===== config.mk =====
export PLATFORM = sky130hd
export DESIGN_NAME = hazard_ctrl
export DESIGN_NICKNAME = d
export VERILOG_FILES = /design/src/rtl/hazard_ctrl_pkg.sv /design/src/rtl/hazard_ctrl.sv
export SDC_FILE = /design/constraint.sdc
export NUM_CORES = 1
export LEC_CHECK = 0
export CAP_MARGIN = 0
export CORE_MARGIN = 1.5
export CORE_UTILIZATION = 44
export DETAILED_ROUTE_END_ITERATION = 16
export PLACE_DENSITY_LB_ADDON = 0.1
export SYNTH_ARGS = -nofsm -noshare
export SYNTH_HDL_FRONTEND = slang
export SYNTH_SLANG_ARGS = --single-unit

===== constraint.sdc =====
create_clock -name clk -period 2.45 [get_ports clk]
set_input_delay 0.245 -clock clk [delete_from_list [all_inputs] [get_ports clk]]
set_output_delay 0.245 -clock clk [all_outputs]
set_load 0.005 [all_outputs]

===== src/rtl/hazard_ctrl_pkg.sv =====
// Shared pipeline definitions for the hazard controller:
// FSM state encodings and the hardwired-zero register index.
package hazard_ctrl_pkg;

  typedef enum logic [1:0] {
    RUN   = 2'd0,
    HAZ   = 2'd1,
    MWAIT = 2'd2,
    FLUSH = 2'd3
  } hz_state_t;

  localparam logic [4:0] REG_ZERO = 5'd0;

endpackage


===== src/rtl/hazard_ctrl.sv =====
// Pipeline hazard controller: freeze on data hazards and memory waits, flush on taken branches.
// Define FORWARDING_EN to restrict data hazards to load-use only.
module hazard_ctrl
  import hazard_ctrl_pkg::*;
#(
  parameter int FLUSH_CYCLES = 1,
  parameter int STALL_CNT_W  = 16
) (
  input  logic                   clk,
  input  logic                   rst,
  input  logic [4:0]             id_src1,
  input  logic [4:0]             id_src2,
  input  logic                   id_two_src,
  input  logic [4:0]             exe_dest,
  input  logic                   exe_wb_en,
  input  logic                   exe_mem_r_en,
  input  logic [4:0]             mem_dest,
  input  logic                   mem_wb_en,
  input  logic                   br_taken,
  input  logic                   mem_ready,
  output logic                   freeze,
  output logic                   flush,
  output logic [1:0]             state,
  output logic [STALL_CNT_W-1:0] stall_cnt
);

  localparam logic [1:0] FC_LOAD = 2'(FLUSH_CYCLES - 1);
  localparam logic [STALL_CNT_W-1:0] ONE = STALL_CNT_W'(1);

  hz_state_t  st, st_nxt;
  logic [1:0] cnt, cnt_nxt;
  logic       hazard;
  logic       mwait;

  function automatic logic match(
    input logic [4:0] d,
    input logic       en,
    input logic [4:0] s1,
    input logic [4:0] s2,
    input logic       two
  );
    return en && (d != REG_ZERO) &&
           ((d == s1) || (two && (d == s2)));
  endfunction

`ifdef FORWARDING_EN
  logic unused_mem;
  assign unused_mem = ^{mem_dest, mem_wb_en};
  assign hazard = match(exe_dest, exe_wb_en && exe_mem_r_en,
                        id_src1, id_src2, id_two_src);
`else
  logic unused_ld;
  assign unused_ld = exe_mem_r_en;
  assign hazard = match(exe_dest, exe_wb_en,
                        id_src1, id_src2, id_two_src) ||
                  match(mem_dest, mem_wb_en,
                        id_src1, id_src2, id_two_src);
`endif

  assign mwait = !mem_ready;
  assign state = st;

  // A nonzero counter means a flush is pending, even after a memory wait.
  always_comb begin
    freeze  = 1'b0;
    flush   = 1'b0;
    st_nxt  = RUN;
    cnt_nxt = cnt;
    if (mwait) begin
      freeze = 1'b1;
      st_nxt = MWAIT;
    end else if (br_taken) begin
      flush   = 1'b1;
      cnt_nxt = FC_LOAD;
      st_nxt  = (FC_LOAD != 2'd0) ? FLUSH : RUN;
    end else if (cnt != 2'd0) begin
      flush   = 1'b1;
      cnt_nxt = cnt - 2'd1;
      st_nxt  = (cnt != 2'd1) ? FLUSH : RUN;
    end else if (hazard) begin
      freeze = 1'b1;
      st_nxt = HAZ;
    end
    if (!rst) begin
      freeze = 1'b0;
      flush  = 1'b0;
    end
  end

  always_ff @(posedge clk) begin
    if (!rst) begin
      st        <= RUN;
      cnt       <= 2'd0;
      stall_cnt <= '0;
    end else begin
      st  <= st_nxt;
      cnt <= cnt_nxt;
      if (freeze && (stall_cnt != '1))
        stall_cnt <= stall_cnt + ONE;
    end
  end

endmodule


=== Word-level counts from Yosys, hierarchy flattened ===
Cells that the tools add are included.

* Bits in registers: 20
* Input bits: 28
* Word-level logic and storage cells: 46

* $add $sub $neg: 2
* Equal/unequal tests: 6
* Multiplexer cells: 16
* Bitwise gates (word level): 2
* Reductions and logical operators: 16

{| class="wikitable"
|+ Operator list
! operator !! count
|-
| == test 5 bit || 4
|-
| adder 16 x 1 -> 16 bit, second input constant || 1
|-
| != test 16 bit, second input constant || 1
|-
| two-way mux 2 bit || 6
|-
| two-way mux 1 bit || 10
|-
| nonzero test 5 bit || 2
|-
| logical AND 1 bit || 7
|-
| nonzero test 2 bit || 2
|-
| logical OR 1 bit || 3
|-
| OR reduction 3 bit || 1
|-
| != test 2 x 1 -> 1 bit, second input constant || 1
|-
| inverter 1 bit || 2
|-
| AND reduction 2 bit || 1
|-
| subtractor 2 x 1 -> 2 bit, second input constant || 1
|}

=== Depth between registers and ports, before layout ===
* Depth in word-level cells: 11
* Gate-level depth with buffers: 10

=== Worst setup path after synthesis ===
OpenSTA, ideal clock, no wires.

* Kind: input port to flip-flop
* From: input port id_src2[3]
* To: register stall_cnt[11]
* Library setup time: 0.072 ns
* Data arrival time: 1.882 ns
* Required time: 2.378 ns
* Path slack: 0.496 ns
* Stages on the path: 8
* Cells stage by stage: xor2_1 nor4_2 a32oi_1 o22a_1 o21a_1 buf_6 or4_1 a21oi_1

* Cells in the longest elaborated chain, start to end: 11

{| class="wikitable"
|+ Ends and longest elaborated chain
! item !! RTL line !! RTL
|-
| start, declared || hazard_ctrl.sv:12 || <nowiki>input logic [4:0] id_src2,</nowiki>
|-
| == test 5 bit || hazard_ctrl.sv:43 || <nowiki>((d == s1) || (two && (d == s2)));</nowiki>
|-
| logical AND 1 bit || hazard_ctrl.sv:43 ||
|-
| logical OR 1 bit || hazard_ctrl.sv:43 ||
|-
| logical AND 1 bit || hazard_ctrl.sv:42 || <nowiki>return en && (d != REG_ZERO) &&</nowiki>
|-
| logical OR 1 bit (*) || hazard_ctrl.sv:55 || <nowiki>id_src1, id_src2, id_two_src) ||</nowiki>
|-
| two-way mux 1 bit (*) || hazard_ctrl.sv:80 || <nowiki>end else if (hazard) begin</nowiki>
|-
| two-way mux 1 bit (*) || hazard_ctrl.sv:76 || <nowiki>end else if (cnt != 2'd0) begin</nowiki>
|-
| two-way mux 1 bit (*) || hazard_ctrl.sv:72 || <nowiki>end else if (br_taken) begin</nowiki>
|-
| two-way mux 1 bit (*) || hazard_ctrl.sv:69 || <nowiki>if (mwait) begin</nowiki>
|-
| two-way mux 1 bit (*) || hazard_ctrl.sv:84 || <nowiki>if (!rst) begin</nowiki>
|-
| logical AND 1 bit (*) || hazard_ctrl.sv:98 || <nowiki>if (freeze && (stall_cnt != '1))</nowiki>
|-
| end signal, assigned || hazard_ctrl.sv:99 || <nowiki>stall_cnt <= stall_cnt + ONE;</nowiki>
|-
| end, declared || hazard_ctrl.sv:24 || <nowiki>output logic [STALL_CNT_W-1:0] stall_cnt</nowiki>
|}

Every way passes the cells marked *; elsewhere a longest branch is shown, timed or not.
A chain may end at the register's enable or synchronous reset.

=== Worst setup path after layout ===
* From: input port mem_dest[1]
* To: register stall_cnt[4]

* Cells in the longest elaborated chain, start to end: 11

{| class="wikitable"
|+ Ends and longest elaborated chain
! item !! RTL line !! RTL
|-
| start, declared || hazard_ctrl.sv:17 || <nowiki>input logic [4:0] mem_dest,</nowiki>
|-
| == test 5 bit || hazard_ctrl.sv:43 ||
|-
| logical AND 1 bit || hazard_ctrl.sv:43 ||
|-
| logical OR 1 bit || hazard_ctrl.sv:43 ||
|-
| logical AND 1 bit (*) || hazard_ctrl.sv:42 ||
|-
| logical OR 1 bit (*) || hazard_ctrl.sv:55 ||
|-
| two-way mux 1 bit (*) || hazard_ctrl.sv:80 ||
|-
| two-way mux 1 bit (*) || hazard_ctrl.sv:76 ||
|-
| two-way mux 1 bit (*) || hazard_ctrl.sv:72 ||
|-
| two-way mux 1 bit (*) || hazard_ctrl.sv:69 ||
|-
| two-way mux 1 bit (*) || hazard_ctrl.sv:84 ||
|-
| logical AND 1 bit (*) || hazard_ctrl.sv:98 ||
|}

Marked as above.

==> results.yml <==
clock_network:
  clk_latency_ns: 0.31
  path_clk_slew_ns: 0.13
  cts_tree: "yes"
  cts_max_level: 1
  cts.sinks: 20
  clk_root_buffer_cell: "clkbuf_4"
  cts_buffers: 3
  clockBufferDepth: 2
synthesis:
  syn_area_um2: 1280
  synth_top_area_cell: "dfxtp_1"
  synth_warnings: 0
  synthCells: 154
  synth_most_common_cell: "dfxtp_1"
  synthArstFlopShare: 0
  synth_top_area_share: 0.312
  synth_flop_cell: "dfxtp_1"
  yosys-top-cells-count: "dfxtp_1, xor2_1, nand2_1"
  yosys_register_bits: 20
  postSynthAreaPerCell_um2: 8.34
  synthTopCellsByArea: "dfxtp_1, xor2_1, nand2_1"
  synthesis.nets: 185
  synth_seq_area_share: 0.312
  synth_edf_count: 0
  ys_types: 40
worst_setup_path:
  worstSetupPathType: "in -> reg"
  cp-end-kind: "flip-flop"
  r2r_cells: 9
  worst_path_max_delay_cell: "clkdlybuf4s50_1"
  crit_top_cell: "buf_4"
  r2r_slack_ns: 0.34
  slowest_delay_ns: 0.42
  reg2reg_from: "cnt[0]"
  path_cells: "clkdlybuf4s50_1 -> buf_4 -> xor2_1 -> nor3_1 -> a32oi_1 -> o22a_1 -> o21a_4 -> buf_4 -> buf_4 -> buf_4 -> o41ai_1"
  crit_arrival_ns: 2.50
  crit_path_start_kind: "input port"
  crit_fanout: 8
  rr_endpoint: "stall_cnt[4]"
  worstPathRequired_ns: 2.66
global_routing:
  grt_pass1_wl_um: 6200
  gr-total-overflow: 0
  grt_use_total: 0.239
  grt_pass1_vias: 1426
  grt_max_degree: 17
  antenna_found_initial: 0
worst_hold_path:
  hp-class: "reg -> reg"
  hold_path_end: "stall_cnt[9]"
  hp-start: "stall_cnt[9]"
  holdPathStages: 2
timing:
  fin_crit_ns: 2.29
  finClkSkew_ns: 0.00979
  worstMarginPinSlew_ns: 0.305
  finalCritPeriodShare: 0.935
  setup_viol: 0
  drv_slew: 0
  fmax_mhz: 437
  rsz0062_at_grt: "false"
  slew_headroom: 0.794
  fin_hold_ws_ns: 0.497
  hold_viol_final: 0
floorplanning:
  start_util: 0.466
  fp.dieArea_um2: 3250
  std_cell_rows: 19
  core-area_um2: 2760
  ios: 48
  die_h_um: 57.0
  die_w_um: 57.0
drt:
  drt_iter0_drc: 48
  wirelength_um: 3750
  avgRoutedWirePerCell_um: 15.1
  viasPerCell: 5.76
  drcViolationCount: 0
  firstDrtPassIters: 5
  route.vias.total: 1433
  detail-route-antenna-nets: 0
placement:
  io_buffers: 46
  hpwlAfterDp_um: 2900
  place_congestion: 0.794
finish:
  areaGrowthSynthToFinish_pct: 51.8
  fin_util: 0.706
  nets: 250
  num_antenna_cells: 0
  layout-drive-gt1-share: 0.138
status:
  outcome: "finished clean"
power:
  vdd.ir_drop.worst_uv: 436
  leakage_uw: 0.000711
  power.density_nw_per_um2: 392
flow_run:
  drv_cap: 0
==> layer usage <==
layer	track usage	vias to the layer above	share of wire
li1	-	704	-
met1	0.295	675	0.42
met2	0.433	50	0.52
met3	0.0317	4	0.057
met4	0.0664	0	0.0072
met5	0	-	0
==> layout by cell type (no fill, tap or decap), drive strengths merged, types with 2 or more instances in the layout <==
cell / netlist / final
nor2: 10 / 10
buf: 2 / 19
or4: 4 / 4
nand4: 3 / 3
clkbuf: 3 / 3
nand3: 6 / 6
o21a: 2 / 2
mux2i: 2 / 2
inv: 3 / 3
or3: 6 / 6
o31ai: 3 / 3
and4: 2 / 2
a21oi: 10 / 10
nand2: 14 / 14
ha: 3 / 3
o41ai: 5 / 5
o211ai: 2 / 2
nor4: 3 / 3
o311ai: 4 / 4
a32oi: 2 / 2
clkdlybuf4s50: 0 / 33
dlygate4sd2: 0 / 13
dfxtp: 20 / 20
xor2: 18 / 18
o21ai: 6 / 6
nand2b: 4 / 4
xnor2: 2 / 2
nor3: 5 / 5
==> sequential cells by signal (all words and copies together) (netlist names) <==
signal / cells
stall_cnt: 16
cnt: 2
state: 2
==> worst max path at each step <==
stage / startpoint / to / slack, ns / depth (start not counted)
detailed placement: exe_dest[2] / stall_cnt[3] / -0.37 / 9
CTS: mem_dest[1] / stall_cnt[3] / 0.06 / 11
finish: mem_dest[1] / stall_cnt[4] / 0.16 / 11
floorplan: id_src2[3] / stall_cnt[11] / 0.50 / 8
global route: id_src1[4] / stall_cnt[3] / 0.02 / 10
global placement: mem_dest[2] / freeze / -0.18 / 7
==> worst max-delay path, delay by kind of cell <==
family / cells / cell delay [ns]
buffers and inverters: 5 / 1.01
AO/OA/AOI/OAI: 4 / 0.96
AND/OR/NAND/NOR: 1 / 0.16
XOR/XNOR: 1 / 0.13
==> where the power goes <==
group / internal (uW) / total [uW] / switching (uW)
Clock: 166 / 278 / 113
Sequential: 329 / 334 / 4.09
Combinational: 84.7 / 152 / 67.4
Total: 580 / 764 / 184
==> area by class of cell <==
| type | instances | area, um^2 |
|---|---|---|
| Multi-Input combinational cell | 125 | 855 |
| Fill cell | 241 | 810 |
| Timing Repair Buffer | 65 | 587 |
| Sequential cell | 20 | 400 |
| Tap cell | 31 | 38.8 |
| Clock inverter | 1 | 30.0 |
| Clock buffer | 3 | 22.5 |
| Inverter | 4 | 15.0 |
==> per-stage QoR <==
| step | area, um^2 | setup WS, ns | total power (uW) | std cells | setup TNS (ns) |
|---|---|---|---|---|---|
| floorplan | 1280 | 0.496 | 396 | 154 | 0 |
| global placement | 1890 | -0.183 | 491 | 244 | -1.25 |
| detailed placement | 1890 | -0.370 | 495 | 244 | -2.84 |
| CTS | 1940 | 0.0630 | 763 | 249 | 0 |
| global route | 1950 | 0.0180 | 788 | 249 | 0 |
| finish | 1950 | 0.160 | 764 | 249 | 0 |
==> cells by family (layout without fill, tap and decap cells) <==
logic type | count (synthesis) | count (layout) | share of synthesized area
simple gates | 61 | 61 | 0.258
buf+inv | 9 | 73 | 0.0331
mux | 3 | 3 | 0.0244
flops | 20 | 20 | 0.312
xor+xnor | 20 | 20 | 0.136
compound gates | 38 | 38 | 0.207
fa+ha+maj | 3 | 3 | 0.0292
==> repair_timing <==
action	CTS	global route
cloned	0	0
buffers inserted	1	0
hold buffers	0	0
pin swaps	7	0
gates resized for setup	15	1
setup endpoints to repair	2	1
No activity file was read; power rests on OpenSTA's default activity.
==> RTL change 1: new RTL, config.mk and constraints unchanged <==
Build with the macro `FORWARDING_EN` defined.
--- a/src/rtl/hazard_ctrl.sv
+++ b/src/rtl/hazard_ctrl.sv
@@ -2,2 +2,4 @@
 // Define FORWARDING_EN to restrict data hazards to load-use only.
+`define FORWARDING_EN
+
 module hazard_ctrl
Formal check against the unedited RTL: not equivalent (Yosys sat finds a counterexample within 4 cycles, from zero or initial values and one cycle with rst low).
==> RTL change 1 against the original RTL <==
Area after synthesis up 1.9%. Worst setup slack better by 0.079 ns. Die area up 1.9%. Synthesized cell count unchanged. Via count down 8.7%. Critical path depth down 1. Design area down 6.0%. Total power down 15%. Wire length down 11%. Sequential cell count unchanged. Largest power group unchanged.
==> RTL change 1: results (changes against the original RTL) <==
stage;metric;value;unit;change
status;run status;finished, final reports clean;;unchanged
grt;met1 Track Usage GR;26.1;%;was 29.5%
worst_hold_path;end point of the most critical hold path;stall_cnt[11]$_SDFFE_PN0P_;;was stall_cnt[9]$_SDFFE_PN0P_
route;violation count after the first detailed-route iteration;45;;was 48
timing;Slew HR;68.4;%;was 79.4%
finish;area of the multi-input gates;845;um^2;was 855 um^2
finish;ratio of cells with drive above 1 in the final layout;12.3;%;was 13.8%
grt;overall track demand over capacity in global routing;20.5;%;was 23.9%
finish;count of multi-input gates;122;;was 125
pwr;leakage power of the design;0.617;nW;was 0.711 nW
setup_path;Critical Path Fanout Max;16;;was 8
placed_design;IO Port Bufs;41;;was 46
route;Total Wirelength;3.34;mm;was 3.75 mm
finish;number of ordinary and repair buffers in the finished layout;51;;was 65
grt;number of global-route vias before repair;1187;;was 1,426
yosys;xor/xnor share of the synthesized area;6.69;%;was 13.6%
route;Avg WL per Cell;14.3;um;was 15.1 um
finish;number of fill cells in the layout;253;;was 241
placed_design;Placed Instances;228;;was 244
setup_path;worst reg2reg path depth;8;;was 9
placed_design;placed cell area;1770;um^2;was 1890 um^2
pwr;internal power consumption;490;uW;was 580 uW
pwr;power per unit of standard cell area;356;nW/um^2;was 392 nW/um^2
finish;fraction of the core area covered by cells at the end of the flow;65.8;%;was 70.6%
clock_network;post-cts resize count;0;;was 15
yosys;top cells by area, synth;dfxtp_1 (31%), xnor2_1 (6.7%), nand2_1 (5.7%);;was dfxtp_1 (31%), xor2_1 (12%), nand2_1 (4.1%)
setup_path;R2R setup slack;0.27;ns;was 0.34 ns
pwr;power in combinational cells;120;uW;was 152 uW
yosys;Unique masters post-synth;39;;was 40
yosys;multiplexer fraction of the synthesized cell area;4.59;%;was 2.44%
timing;Final period util;90.3;%;was 93.5%
grt;first-pass GRT wire length;5.29;mm;was 6.20 mm
finish;fraction of standard cell area in multi-input logic;46.1;%;was 43.9%
grt;met3 track demand over resource;3.63;%;was 3.17%
pwr;worst voltage drop across the vdd grid;0.000341;V;was 0.000436 V
setup_path;data arrival at the endpoint of the critical path;2.46;ns;was 2.50 ns
finish;CLK BUF;4;;was 3
yosys;average cell area after synthesis;8.50;um^2;was 8.34 um^2
setup_path;delay of the slowest cell on the worst path;0.50;ns;was 0.42 ns
placed_design;Post-Place Worst Slack;-0.0686;ns;was -0.370 ns
[RTL change 1: cell count changes in the layout (fill, tap and decap cells not counted), sizes merged, moves of 3 or more]
| cell | change |
|---|---|
| xor2 | -18 |
| dlygate4sd2 | -13 |
| buf | -9 |
| xnor2 | +8 |
| clkdlybuf4s50 | +7 |
| nand2 | +6 |
| o41ai | -5 |
| mux2i | +4 |
| o31ai | +4 |
| inv | +3 |
| nand2b | +3 |
| o21ai | -3 |
| o311ai | -3 |
| o32ai | +3 |
[RTL change 1: how the worst max path moves through the flow]
stage               depth (start not counted)                   endpoint           startpoint
floorplan                                   7  stall_cnt[2]$_SDFFE_PN0P_  cnt[0]$_SDFFE_PN0P_
global placement                            6                     freeze          exe_dest[1]
detailed placement                          6                     freeze          exe_dest[1]
CTS                                         6                     freeze          exe_dest[1]
global route                               10  stall_cnt[4]$_SDFFE_PN0P_          exe_dest[0]
finish                                     10  stall_cnt[4]$_SDFFE_PN0P_          exe_dest[0]
==> RTL change 2: new RTL, same settings <==
Made on the original files. Register the output `stall_cnt` once more, with the module's reset; this adds one clock of latency there. The other outputs are not delayed to match.
--- a/src/rtl/hazard_ctrl.sv
+++ b/src/rtl/hazard_ctrl.sv
@@ -28,2 +28,4 @@
   localparam logic [STALL_CNT_W-1:0] ONE = STALL_CNT_W'(1);
+
+  logic [STALL_CNT_W-1:0] stall_cnt_s0;
 
@@ -93,3 +95,3 @@
       cnt       <= 2'd0;
-      stall_cnt <= '0;
+      stall_cnt_s0 <= '0;
     end else begin
@@ -97,4 +99,12 @@
       cnt <= cnt_nxt;
-      if (freeze && (stall_cnt != '1))
-        stall_cnt <= stall_cnt + ONE;
+      if (freeze && (stall_cnt_s0 != '1))
+        stall_cnt_s0 <= stall_cnt_s0 + ONE;
+    end
+  end
+
+  always_ff @(posedge clk) begin
+    if (!rst) begin
+      stall_cnt <= '0;
+    end else begin
+      stall_cnt <= stall_cnt_s0;
     end
Formal check against the unedited RTL: not equivalent (Yosys sat finds a counterexample within 4 cycles, from zero or initial values and one cycle with rst low).
==> RTL change 2 against the original RTL <==
Fmax shrank 1.2%. Worst setup slack lost 0.028 ns. Total power grew 52%. Design area grew 28%. Hold slack lost 0.028 ns. Wire length grew 7.7%. Area after synthesis grew 42%. Final cell count grew 24%. Sequential cell count grew 16. Largest cell class unchanged.
==> RTL change 2: results (changes against the original RTL) <==
stage;metric;value;unit;change
timing;worst-case clock skew;0.00392;ns;was 0.00979 ns
setup_path;R2R setup slack;0.32;ns;was 0.34 ns
setup_path;worst reg2reg path endpoint;stall_cnt_s0[10]$_SDFFE_PN0P_;;was stall_cnt[4]$_SDFFE_PN0P_
finish;number of fill cells in the layout;377;;was 241
placed_design;placed cell area;2420;um^2;was 1890 um^2
placed_design;final RePlAce weighted congestion;0.819;;was 0.794
placed_design;HPWL reported at the end of detailed placement;2.98;mm;was 2.90 mm
yosys;Unique masters post-synth;44;;was 40
route;Avg WL per Cell;13.1;um;was 15.1 um
status;run status;finished, final reports clean;;unchanged
clock_network;clock transition at the registers of the reported paths;0.07;ns;was 0.13 ns
yosys;top cells by area, synth;dfxtp_1 (40%), xnor2_1 (9.6%), and2_1 (4.1%);;was dfxtp_1 (31%), xor2_1 (12%), nand2_1 (4.1%)
worst_hold_path;end point of the most critical hold path;stall_cnt[4]$_SDFF_PN0_;;was stall_cnt[9]$_SDFFE_PN0P_
setup_path;worst reg2reg path depth;7;;was 9
yosys;nets in the synthesized netlist;226;;was 185
clock_network;post-cts resize count;2;;was 15
setup_path;Critical Path Fanout Max;2;;was 8
grt;largest net degree at the start of global routing;22;;was 17
setup_path;library cell contributing the largest single delay on the critical path;or4_1;;was clkdlybuf4s50_1
finish;NumNets Final;290;;was 250
clock_network;cts bufs inserted;5;;was 3
route;vias per cell;5.20;;was 5.76
yosys;multiplexer fraction of the synthesized cell area;6.19;%;was 2.44%
yosys;sequential-to-total area share from yosys stat;39.6;%;was 31.2%
finish;ratio of cells with drive above 1 in the final layout;15.1;%;was 13.8%
clock_network;clock network latency to the later pin of the worst-skew pair;0.29;ns;was 0.31 ns
==> RTL change 2: changes by cell type in the layout (fill, tap and decap cells not counted), moves of 7 or more <==
cell,change
xnor2_1,+18
xor2_1,-18
dfxtp_1,+16
and2_1,+11
clkdlybuf4s50_1,+11
dlygate4sd2_1,-11
inv_1,+7
==> RTL change 2: area by class of cell <==
type / count / area (um^2) / area share [%]
Multi-Input combinational cell: 141 / 1000 / 40.0
Sequential cell: 36 / 721 / 28.8
Timing Repair Buffer: 65 / 601 / 24.0
Clock buffer: 6 / 72.6 / 2.90
Tap cell: 50 / 62.6 / 2.50
Inverter: 10 / 37.5 / 1.50
Clock inverter: 1 / 5.00 / 0.200
==> RTL change 2: worst register-to-register path, cell delays in order, from the launching register on <==
cell and delay [ns]:
dfxtp_1 0.42, ha_1 0.22, and2_1 0.16, nand2_1 0.10, o31ai_2 0.52, buf_4 0.26
nor3_2 0.06, mux2_4 0.29
==> RTL change 2: per-stage QoR <==
step	total power, mW	hold slack, ns	utilization [%]	instances
5_1_grt	1.22	0.504	62.5	309
6_report	1.16	0.469	62.5	309
3_3_place_gp	0.779	0.456	60.6	302
4_1_cts	1.18	0.471	62.5	309
2_1_floorplan	0.690	0.320	-	195
3_5_place_dp	0.779	0.460	60.6	302
==> RTL change 2: how the worst max path moves through the flow <==
| stage | startpoint | endpoint | slack [ns] | cells after the start |
|---|---|---|---|---|
| 2_1_floorplan | stall_cnt_s0[0]$_SDFFE_PN0P_ | stall_cnt_s0[11]$_SDFFE_PN0P_ | 0.50 | 8 |
| 3_3_place_gp | mem_dest[2] | stall_cnt_s0[11]$_SDFFE_PN0P_ | -0.1 | 9 |
| 3_5_place_dp | exe_dest[1] | stall_cnt_s0[11]$_SDFFE_PN0P_ | -0.14 | 9 |
| 4_1_cts | mem_dest[3] | freeze | 0.12 | 6 |
| 5_1_grt | exe_dest[1] | stall_cnt_s0[11]$_SDFFE_PN0P_ | 0.01 | 9 |
| 6_report | mem_dest[3] | freeze | 0.13 | 6 |
==> RTL change 2: metal layers <==
layer,vias up,track usage [%],share of wire [%]
li1,817,-,-
met1,741,23.7,48
met2,36,30.4,44
met3,12,5.67,4.9
met4,0,11.0,3.1
met5,-,0,0
==> RTL change 2: where the power goes <==
part	switching [mW]	internal [mW]
registers	0.00247	0.589
logic	0.0775	0.0964
clock network	0.205	0.193
==> RTL change 2: cell families (layout without fill, tap and decap cells) <==
| family | after synthesis | count (layout) |
|---|---|---|
| and+or+nand+nor | 77 | 77 |
| buffers and inverters | 18 | 82 |
| DFF | 36 | 36 |
| muxes | 9 | 9 |
| AOI/OAI and AO/OA | 32 | 32 |
| adders and majority gates | 3 | 3 |
| xor gates and xnor gates | 20 | 20 |
